### src/rtl/stack_ctx_engine.sv
`timescale 1ns/1ps
// stack_ctx_engine: pushes or pops an N_WORDS-word context frame (flags ..
// PC) over the shared data-memory bus. The engine samples SP with start and
// returns the updated SP; it never owns the stack pointer itself. Each frame
// is bounds-checked against [STACK_LIMIT, STACK_TOP] before any bus traffic.
module stack_ctx_engine #(
  parameter int                DATA_W      = 8,
  parameter int                ADDR_W      = 8,
  parameter int                N_WORDS     = 2,
  parameter logic [ADDR_W-1:0] STACK_LIMIT = 8'h80,
  parameter logic [ADDR_W-1:0] STACK_TOP   = 8'hFF
) (
  input  logic                      clk,
  input  logic                      rst,
  input  logic                      start,
  input  logic                      op_pop,
  output logic                      busy,
  output logic                      done,
  output logic                      err,
  input  logic [ADDR_W-1:0]         sp_in,
  output logic [ADDR_W-1:0]         sp_out,
  output logic                      sp_we,
  input  logic [N_WORDS*DATA_W-1:0] ctx_in,
  output logic [N_WORDS*DATA_W-1:0] ctx_out,
  output logic                      mem_req,
  output logic                      mem_wr,
  output logic [ADDR_W-1:0]         mem_addr,
  output logic [DATA_W-1:0]         mem_dout,
  input  logic [DATA_W-1:0]         mem_din,
  input  logic                      bus_grant
);

  localparam int CTX_W = N_WORDS * DATA_W;
  localparam int CNT_W = (N_WORDS > 1) ? $clog2(N_WORDS) : 1;

  localparam logic [CNT_W-1:0]  LAST_K = CNT_W'(N_WORDS - 1);
  localparam logic [ADDR_W:0]   N_EXT  = (ADDR_W + 1)'(N_WORDS);
  localparam logic [ADDR_W-1:0] N_ADDR = ADDR_W'(N_WORDS);
  localparam logic [ADDR_W:0]   ONE_EXT   = (ADDR_W + 1)'(1);
  localparam logic [ADDR_W:0]   LIMIT_EXT = {1'b0, STACK_LIMIT};
  localparam logic [ADDR_W:0]   TOP_EXT   = {1'b0, STACK_TOP};

  typedef enum logic [1:0] {
    S_IDLE,
    S_CHECK,
    S_XFER,
    S_DONE
  } state_t;

  state_t            state;
  logic [ADDR_W-1:0] sp_q;
  logic              pop_q;
  logic [CTX_W-1:0]  ctx_q;   // push words still to be sent, word 0 at the bottom
  logic [CNT_W-1:0]  cnt_q;

  // Bounds check is done one bit wider than the address so that neither
  // sp - N_WORDS nor sp + N_WORDS - 1 can wrap and fake a legal frame.
  logic [ADDR_W:0]  sp_ext;
  logic             push_ok;
  logic             pop_ok;
  logic             frame_ok;
  logic [CTX_W-1:0] ctx_next;

  assign sp_ext   = {1'b0, sp_q};
  assign push_ok  = (sp_ext >= N_EXT) && ((sp_ext - N_EXT) >= LIMIT_EXT);
  assign pop_ok   = (sp_ext + N_EXT - ONE_EXT) <= TOP_EXT;
  assign frame_ok = pop_q ? pop_ok : push_ok;
  assign ctx_next = ctx_q >> DATA_W;

  // Control FSM with every bus and handshake output registered.
  always_ff @(posedge clk) begin
    if (rst) begin
      state    <= S_IDLE;
      sp_q     <= '0;
      pop_q    <= 1'b0;
      ctx_q    <= '0;
      cnt_q    <= '0;
      busy     <= 1'b0;
      done     <= 1'b0;
      err      <= 1'b0;
      sp_we    <= 1'b0;
      sp_out   <= '0;
      ctx_out  <= '0;
      mem_req  <= 1'b0;
      mem_wr   <= 1'b0;
      mem_addr <= '0;
      mem_dout <= '0;
    end else begin
      // NOTE: non-blocking assignments throughout, so every right-hand side
      // sees the register values from before this edge; the default pulse
      // clears below are overridden by any later assignment in the case.
      done  <= 1'b0;
      err   <= 1'b0;
      sp_we <= 1'b0;

      case (state)
        S_IDLE: begin
          if (start) begin
            sp_q  <= sp_in;
            pop_q <= op_pop;
            ctx_q <= ctx_in;
            busy  <= 1'b1;
            state <= S_CHECK;
          end
        end

        S_CHECK: begin
          cnt_q <= '0;
          if (frame_ok) begin
            mem_req  <= 1'b1;
            mem_wr   <= ~pop_q;
            mem_addr <= pop_q ? sp_q : sp_q - ADDR_W'(1);
            if (!pop_q) begin
              mem_dout <= ctx_q[DATA_W-1:0];
            end
            state <= S_XFER;
          end else begin
            // Rejected frame: no bus traffic, SP and context left untouched.
            busy  <= 1'b0;
            done  <= 1'b1;
            err   <= 1'b1;
            state <= S_DONE;
          end
        end

        S_XFER: begin
          if (bus_grant) begin
            // Popped words go straight into ctx_out; words not yet read keep
            // their old contents, which is all a consumer may rely on anyway.
            if (pop_q) begin
              ctx_out[(int'(LAST_K) - int'(cnt_q)) * DATA_W +: DATA_W] <= mem_din;
            end
            if (cnt_q == LAST_K) begin
              mem_req <= 1'b0;
              mem_wr  <= 1'b0;
              busy    <= 1'b0;
              done    <= 1'b1;
              sp_we   <= 1'b1;
              sp_out  <= pop_q ? sp_q + N_ADDR : sp_q - N_ADDR;
              state   <= S_DONE;
            end else begin
              cnt_q    <= cnt_q + CNT_W'(1);
              mem_addr <= pop_q ? mem_addr + ADDR_W'(1) : mem_addr - ADDR_W'(1);
              if (!pop_q) begin
                ctx_q    <= ctx_next;
                mem_dout <= ctx_next[DATA_W-1:0];
              end
            end
          end
        end

        S_DONE: begin
          state <= S_IDLE;
        end

        default: begin
          state <= S_IDLE;
        end
      endcase
    end
  end

endmodule

### config.mk
export PLATFORM = sky130hd
export DESIGN_NAME = stack_ctx_engine
export DESIGN_NICKNAME = d
export VERILOG_FILES = /design/src/rtl/stack_ctx_engine.sv
export SDC_FILE = /design/constraint.sdc
export NUM_CORES = 1
export LEC_CHECK = 0
export ABC_AREA = 0
export CORE_AREA = 2 2 97 90
export DETAILED_ROUTE_END_ITERATION = 8
export DIE_AREA = 0 0 99 92
export HOLD_SLACK_MARGIN = 0.08
export PLACE_DENSITY = 0.75
export REMOVE_ABC_BUFFERS = 1
export SLEW_MARGIN = 20
export SYNTH_ARGS = -nofsm -noshare
export SYNTH_HDL_FRONTEND = slang
export SYNTH_SLANG_ARGS = --single-unit
### constraint.sdc
create_clock -name clk -period 2.6 [get_ports clk]
set_input_delay 0.65 -clock clk [delete_from_list [all_inputs] [get_ports clk]]
set_output_delay 0.65 -clock clk [all_outputs]
set_load 0.1 [all_outputs]
After elaboration in Yosys (flattened, before gate mapping)
Index checks and enable logic that the tools add are counted.
{ "word_totals": {"register_bits": 74, "inputBits": 37, "rom_bits": 0, "wordCells": 103, "latch_bits": 0, "memories": 0, "ram_bits": 0, "out_inout_bits": 46} }
{ "op_classes": {"n_div": 0, "addsub": 11, "reduce_logical": 17, "magnitude_cmp": 3, "mux": 41, "n_shift": 2, "multipliers": 0, "n_eq_ne": 11, "bitwise_logic": 3} }
{ "op_table": {"columns": ["operator", "count"], "rows": [
  ["two-way mux 8 bit", 11],
  ["two-way mux 16 bit", 4],
  ["negator 5 -> 33 bit", 1],
  ["variable shift 8 x 33 -> 16 bit, first input constant", 1],
  ["indexed part select 8 x 33 -> 16 bit", 1],
  ["case mux 16 bit (2 select lines)", 1],
  ["case mux 8 bit (2 select lines)", 2],
  ["bitwise mux 16 bit", 1],
  ["!= test 2 bit, second input constant", 8],
  ["subtractor 8 x 1 -> 8 bit, second input constant", 2],
  ["two-way mux 1 bit", 13],
  ["AND reduction 5 bit", 2],
  ["adder 8 x 2 -> 9 bit, second input constant", 1],
  [">= comparator 9 x 8 -> 1 bit, second input constant", 1],
  ["less-or-equal comparator 9 x 8 -> 1 bit, second input constant", 1],
  ["AND reduction 3 bit", 3],
  ["subtractor 8 x 2 -> 9 bit, second input constant", 1],
  ["subtractor 9 x 1 -> 9 bit, second input constant", 1],
  ["adder 8 x 1 -> 8 bit, second input constant", 1],
  ["adder 8 x 2 -> 8 bit, second input constant", 1],
  [">= comparator 8 x 2 -> 1 bit, second input constant", 1],
  ["case mux 1 bit (2 select lines)", 4],
  ["case mux 2 bit (4 select lines)", 1],
  ["AND reduction 4 bit", 2],
  ["other kinds (15)", 23]
]} }

Longest topological paths before layout
{ "logic_depth": {"word_depth": 6, "mapped_depth": 9, "ltp_nobuf": 7} }

Worst setup path before layout
OpenSTA, ideal clock, no wires.
{ "synth_timing": {"path_type": "reg-to-reg", "start": "register mem_addr[1]", "end": "register mem_addr[7]", "setup_time_ns": 0.101, "arrival_time_ns": 2.410, "path_stages_with_launch": 7, "required_time_ns": 2.499, "period_less_slack_ns": 2.511, "path_buffers": 0, "setup_slack_ns": 0.089, "cell_sequence": "dfxtp_1 -> ha_1 -> a211oi_1 -> o21bai_1 -> o41ai_1 -> mux2i_1 -> o41ai_1"} }
{ "synth_between": {"elab_chain_cells": 5, "word_cells_on_any_way": 6, "cone_classes": "2 x add/sub; 4 x mux"} }
{ "synth_lines": {"columns": ["element", "line", "text"], "rows": [
  ["start: declaration", "27", "output logic [ADDR_W-1:0] mem_addr,"],
  ["start signal: assignment", "112", "mem_addr <= pop_q ? sp_q : sp_q - ADDR_W'(1);"],
  ["start signal: assignment", "143", "mem_addr <= pop_q ? mem_addr + ADDR_W'(1) : mem_addr - ADDR_W'(1);"],
  ["subtractor 8 x 1 -> 8 bit / adder 8 x 1 -> 8 bit (equally long branches)", "143", null],
  ["two-way mux 8 bit *", "143", null],
  ["two-way mux 8 bit *", "133", "if (cnt_q == LAST_K) begin"],
  ["two-way mux 8 bit *", "127", "if (bus_grant) begin"],
  ["case mux 8 bit (2 select lines) *", "96", "case (state)"]
]} }
Every way passes the cells marked *; elsewhere a longest branch is shown, timed or not. The select of a mux whose other input is x is not followed.
A chain may end at the register's enable or synchronous reset.

Final worst setup path
{ "layout_timing": {"start": "register sp_q[4]", "end": "register mem_addr[6]"} }
{ "layout_between": {"elab_chain_cells": 6, "word_cells_on_any_way": 14, "cone_classes": "4 x add/sub; 3 x order compare; 1 x eq/ne; 4 x mux; 2 x reduce/logical"} }
{ "layout_lines": {"columns": ["element", "line", "text"], "rows": [
  ["start: declaration", "51", "logic [ADDR_W-1:0] sp_q;"],
  ["start signal: assignment", "99", "sp_q <= sp_in;"],
  ["adder 8 x 2 -> 9 bit / subtractor 8 x 2 -> 9 bit (equally long branches)", "66, 65", null],
  ["subtractor 9 x 1 -> 9 bit / >= comparator 9 x 8 -> 1 bit (equally long branches)", "66, 65", null],
  ["less-or-equal comparator 9 x 8 -> 1 bit / logical AND 1 bit (equally long branches)", "66, 65", null],
  ["two-way mux 1 bit", "67", "assign frame_ok = pop_q ? pop_ok : push_ok;"],
  ["!= test 2 bit (no line)", null, null],
  ["AND reduction 4 bit (no line)", null, null]
]} }
Parallel ways exist; a longest one is shown, timed or not. The select of a mux whose other input is x is not followed.

==> flow_metrics.py <==
metrics = {
    "die": {
        "die-area_sq_um": 9110,
        "die_x_um": 99,
        "die_h_um": 92,
        "io_pins": 83,
        "initial_core_util_pct": 48.4,
        "num_rows": 32,
        "coreArea_sq_um": 8210,
    },
    "finish": {
        "layout.nets": 610,
        "num-fill-cells": 715,
        "final_layout_size_suffix_gt1_share_pct": 17.4,
        "antennaDiodeCount": 0,
        "fin_util_pct": 61.9,
        "stdcell_area_sq_um": 5080,
        "areaGrowthSynthToFinish_pct": 27.9,
    },
    "sta": {
        "tns_ns": 0,
        "clock.fmax_mhz": 407,
        "setup_violations": 0,
        "skew_ns": 0.0109,
        "max_slew_margin_pct": 42.1,
        "rsz0062_at_grt": "no",
        "worstMarginPinSlew_ns": 0.869,
        "finalWorstSetupSlack_ns": 0.141,
        "min_period_ns": 2.46,
        "finalCritPeriodShare_pct": 94.6,
        "finalHoldViolations": 0,
        "slew_violations": 0,
    },
    "detailed_routing": {
        "dr_wl_met3_um": 574,
        "firstDrtPassIters": 5,
        "vias": 3857,
        "vias_per_cell": 5.84,
        "wirelength_um": 10500,
        "highest_layer": "met4",
        "wl_met2_um": 5050,
        "drc": 0,
        "dr.first_iter.drc_count": 208,
        "ant_nets": 0,
        "wl_per_cell_um": 15.9,
        "wl_met1_um": 4710,
    },
    "logic_synthesis": {
        "synth_commonest_cells": "nand2_1 (77), dfxtp_1 (74), a21oi_1 (48)",
        "synthArstFlopShare_pct": 0,
        "yosys_warnings": 0,
        "synth-seq-area-share_pct": 37.3,
        "synth_top_area_cell": "dfxtp_1",
        "dominantRegCellSynth": "dfxtp_1",
        "syn_inst": 474,
        "synth_edf_count": 0,
        "ys_seq_elements": 74,
        "syn_avg_cell_area_sq_um": 8.39,
        "yosysTopAreaCellShare_pct": 37.3,
        "synth_cell_type_count": 59,
        "yosysMostFrequentCell": "nand2_1",
        "netlist_area_sq_um": 3980,
        "synthTopCellsByArea": "dfxtp_1 (37%), nand2_1 (7.3%), a21oi_1 (6.0%), ha_1 (5.7%), mux2i_1 (5.3%)",
    },
    "clock_tree": {
        "clkSlewWorstSetupHoldPaths_ns": 0.08,
        "htreeDepth": 3,
        "cts_sinks": 74,
        "tritoncts": "done",
        "clockBufferDepth": 2,
        "root_buffer": "clkbuf_8",
        "post_cts_buffers": 0,
        "clock_latency_ns": 0.36,
        "numCtsBuffers": 9,
    },
    "place": {
        "post-place-ws_ns": 0.136,
        "port_buffers": 82,
        "place_congestion": 0.879,
        "place_area_sq_um": 4830,
        "dpl.hpwl_um": 7190,
    },
    "setup_path": {
        "critPathMaxFanout": 13,
        "cp.required_ns": 2.85,
        "cp-end-kind": "flip-flop",
        "worstPathArrival_ns": 2.71,
        "crit_type": "reg2reg",
        "crit_path_start_kind": "flip-flop",
        "cp_slowest_cell": "or4_1",
        "path_cells": "or4_1, o21ai_0, o2111ai_2, nand3_4, mux2_2",
        "slowest_delay_ns": 0.60,
        "regToRegSetupSlack_ns": 0.14,
    },
    "grt": {
        "grt-ovfl-total": 0,
        "grt_pass1_vias": 3578,
        "grt_max_degree": 58,
        "track_usage_pct": 22.9,
        "antenna_found_initial": 0,
        "grt_pass1_wl_um": 17000,
    },
    "power": {
        "swShare_pct": 48.2,
        "internal-power_mw": 3.11,
        "p_leak_nw": 2.05,
        "p_sw_mw": 2.90,
        "seq_power_share_pct": 26.6,
        "p_total_mw": 6.01,
        "clkPwrFrac_pct": 17.7,
        "p_comb_share_pct": 55.7,
        "power.density_nw_per_um2": 1180,
        "peakVddDrop_mv": 0.889,
    },
    "outcome": {
        "status": "finished, final reports clean",
    },
    "worst_hold_path": {
        "hold_class": "reg2reg",
    },
    "flow_run": {
        "max-cap-violations": 0,
    },
}
-- power groups by stage --
stage          clock (mW)  sequential, mW  combinational, mW
5_1_grt              1.13            1.63               3.61
2_1_floorplan           0            2.35               1.65
6_report             1.06            1.60               3.35
3_3_place_gp            0            1.61               3.22
4_1_cts              1.07            1.60               3.32
3_5_place_dp            0            1.62               3.30
-- through the flow --
stage | hold slack, ns | instances
final | 0.453 | 661
after detailed placement | 0.447 | 644
after global routing | 0.466 | 661
after floorplan | 0.438 | 439
after global placement | 0.440 | 644
after CTS | 0.459 | 660
-- cell families after synthesis --
kind of cell,share of synthesized area (%)
AOI/OAI and AO/OA,23.6
adders and majority gates,6.17
buffers and inverters,4.88
DFF,37.3
muxes,6.42
and+or+nand+nor,19.2
xor gates and xnor gates,2.42
-- metal layers --
layer  track usage [%]  vias to the layer above
li1                  -                     1900
met3              4.80                       16
met4              6.51                        0
met5                 0                        -
met1              29.6                     1815
met2              38.6                      126
-- timing repair --
item                                    4_1_cts  5_1_grt
endpoints found under the setup margin        0        2
hold buffers                                  0        0
hold endpoints to repair                      0        0
resized for setup                             0        2
-- final cells by class --
| class | count | area (sq um) | share of cell area, % |
|---|---|---|---|
| multi-input cells | 356 | 2320 | 45.6 |
| flip-flops and latches | 74 | 1480 | 29.1 |
| repair buffers | 103 | 883 | 17.4 |
| clock buffers | 10 | 138 | 2.71 |
| well taps | 102 | 128 | 2.51 |
| clock inverters | 6 | 97.6 | 1.92 |
| inverters | 10 | 37.5 | 0.738 |
-- critical path, delay by kind of cell, from the launching register on --
family             cells  cell delay [ns]
and+or+nand+nor        2             0.83
muxes                  1             0.36
DFF                    1             0.43
AOI/OAI and AO/OA      2             0.73
-- flip-flops by register name, indices dropped and copies added (netlist names) --
register  flops
ctx_out      16
ctx_q        16
mem_addr      8
mem_dout      8
sp_out        8
sp_q          8
state         2
busy          1
cnt_q         1
done          1
err           1
mem_req       1
mem_wr        1
pop_q         1
sp_we         1
-- worst paths after layout --
kind	startpoint	end	cells after the start
setup / recovery	sp_q[4]	mem_addr[6]	5
hold / removal	sp_out[5]	sp_out[5]	2
setup reg to reg	sp_q[4]	mem_addr[6]	5
hold reg to reg	sp_out[5]	sp_out[5]	2
-- cell usage in the layout (no fill, tap or decap), types with 5 or more instances in the layout --
cell and instances:
ha_1 18, mux2i_1 21, a211oi_1 15, a21o_1 6, xor2_1 6, clkdlybuf4s50_1 35, a21oi_1 48, xnor2_1 5
clkbuf_8 10, nand2_1 77, nor3_1 12, nor2_1 19, dfxtp_1 74, o41ai_1 11, nand3_1 19, buf_4 65
o21ai_0 17, inv_1 8, o311ai_1 7
Power figures use the tool's default switching activity.
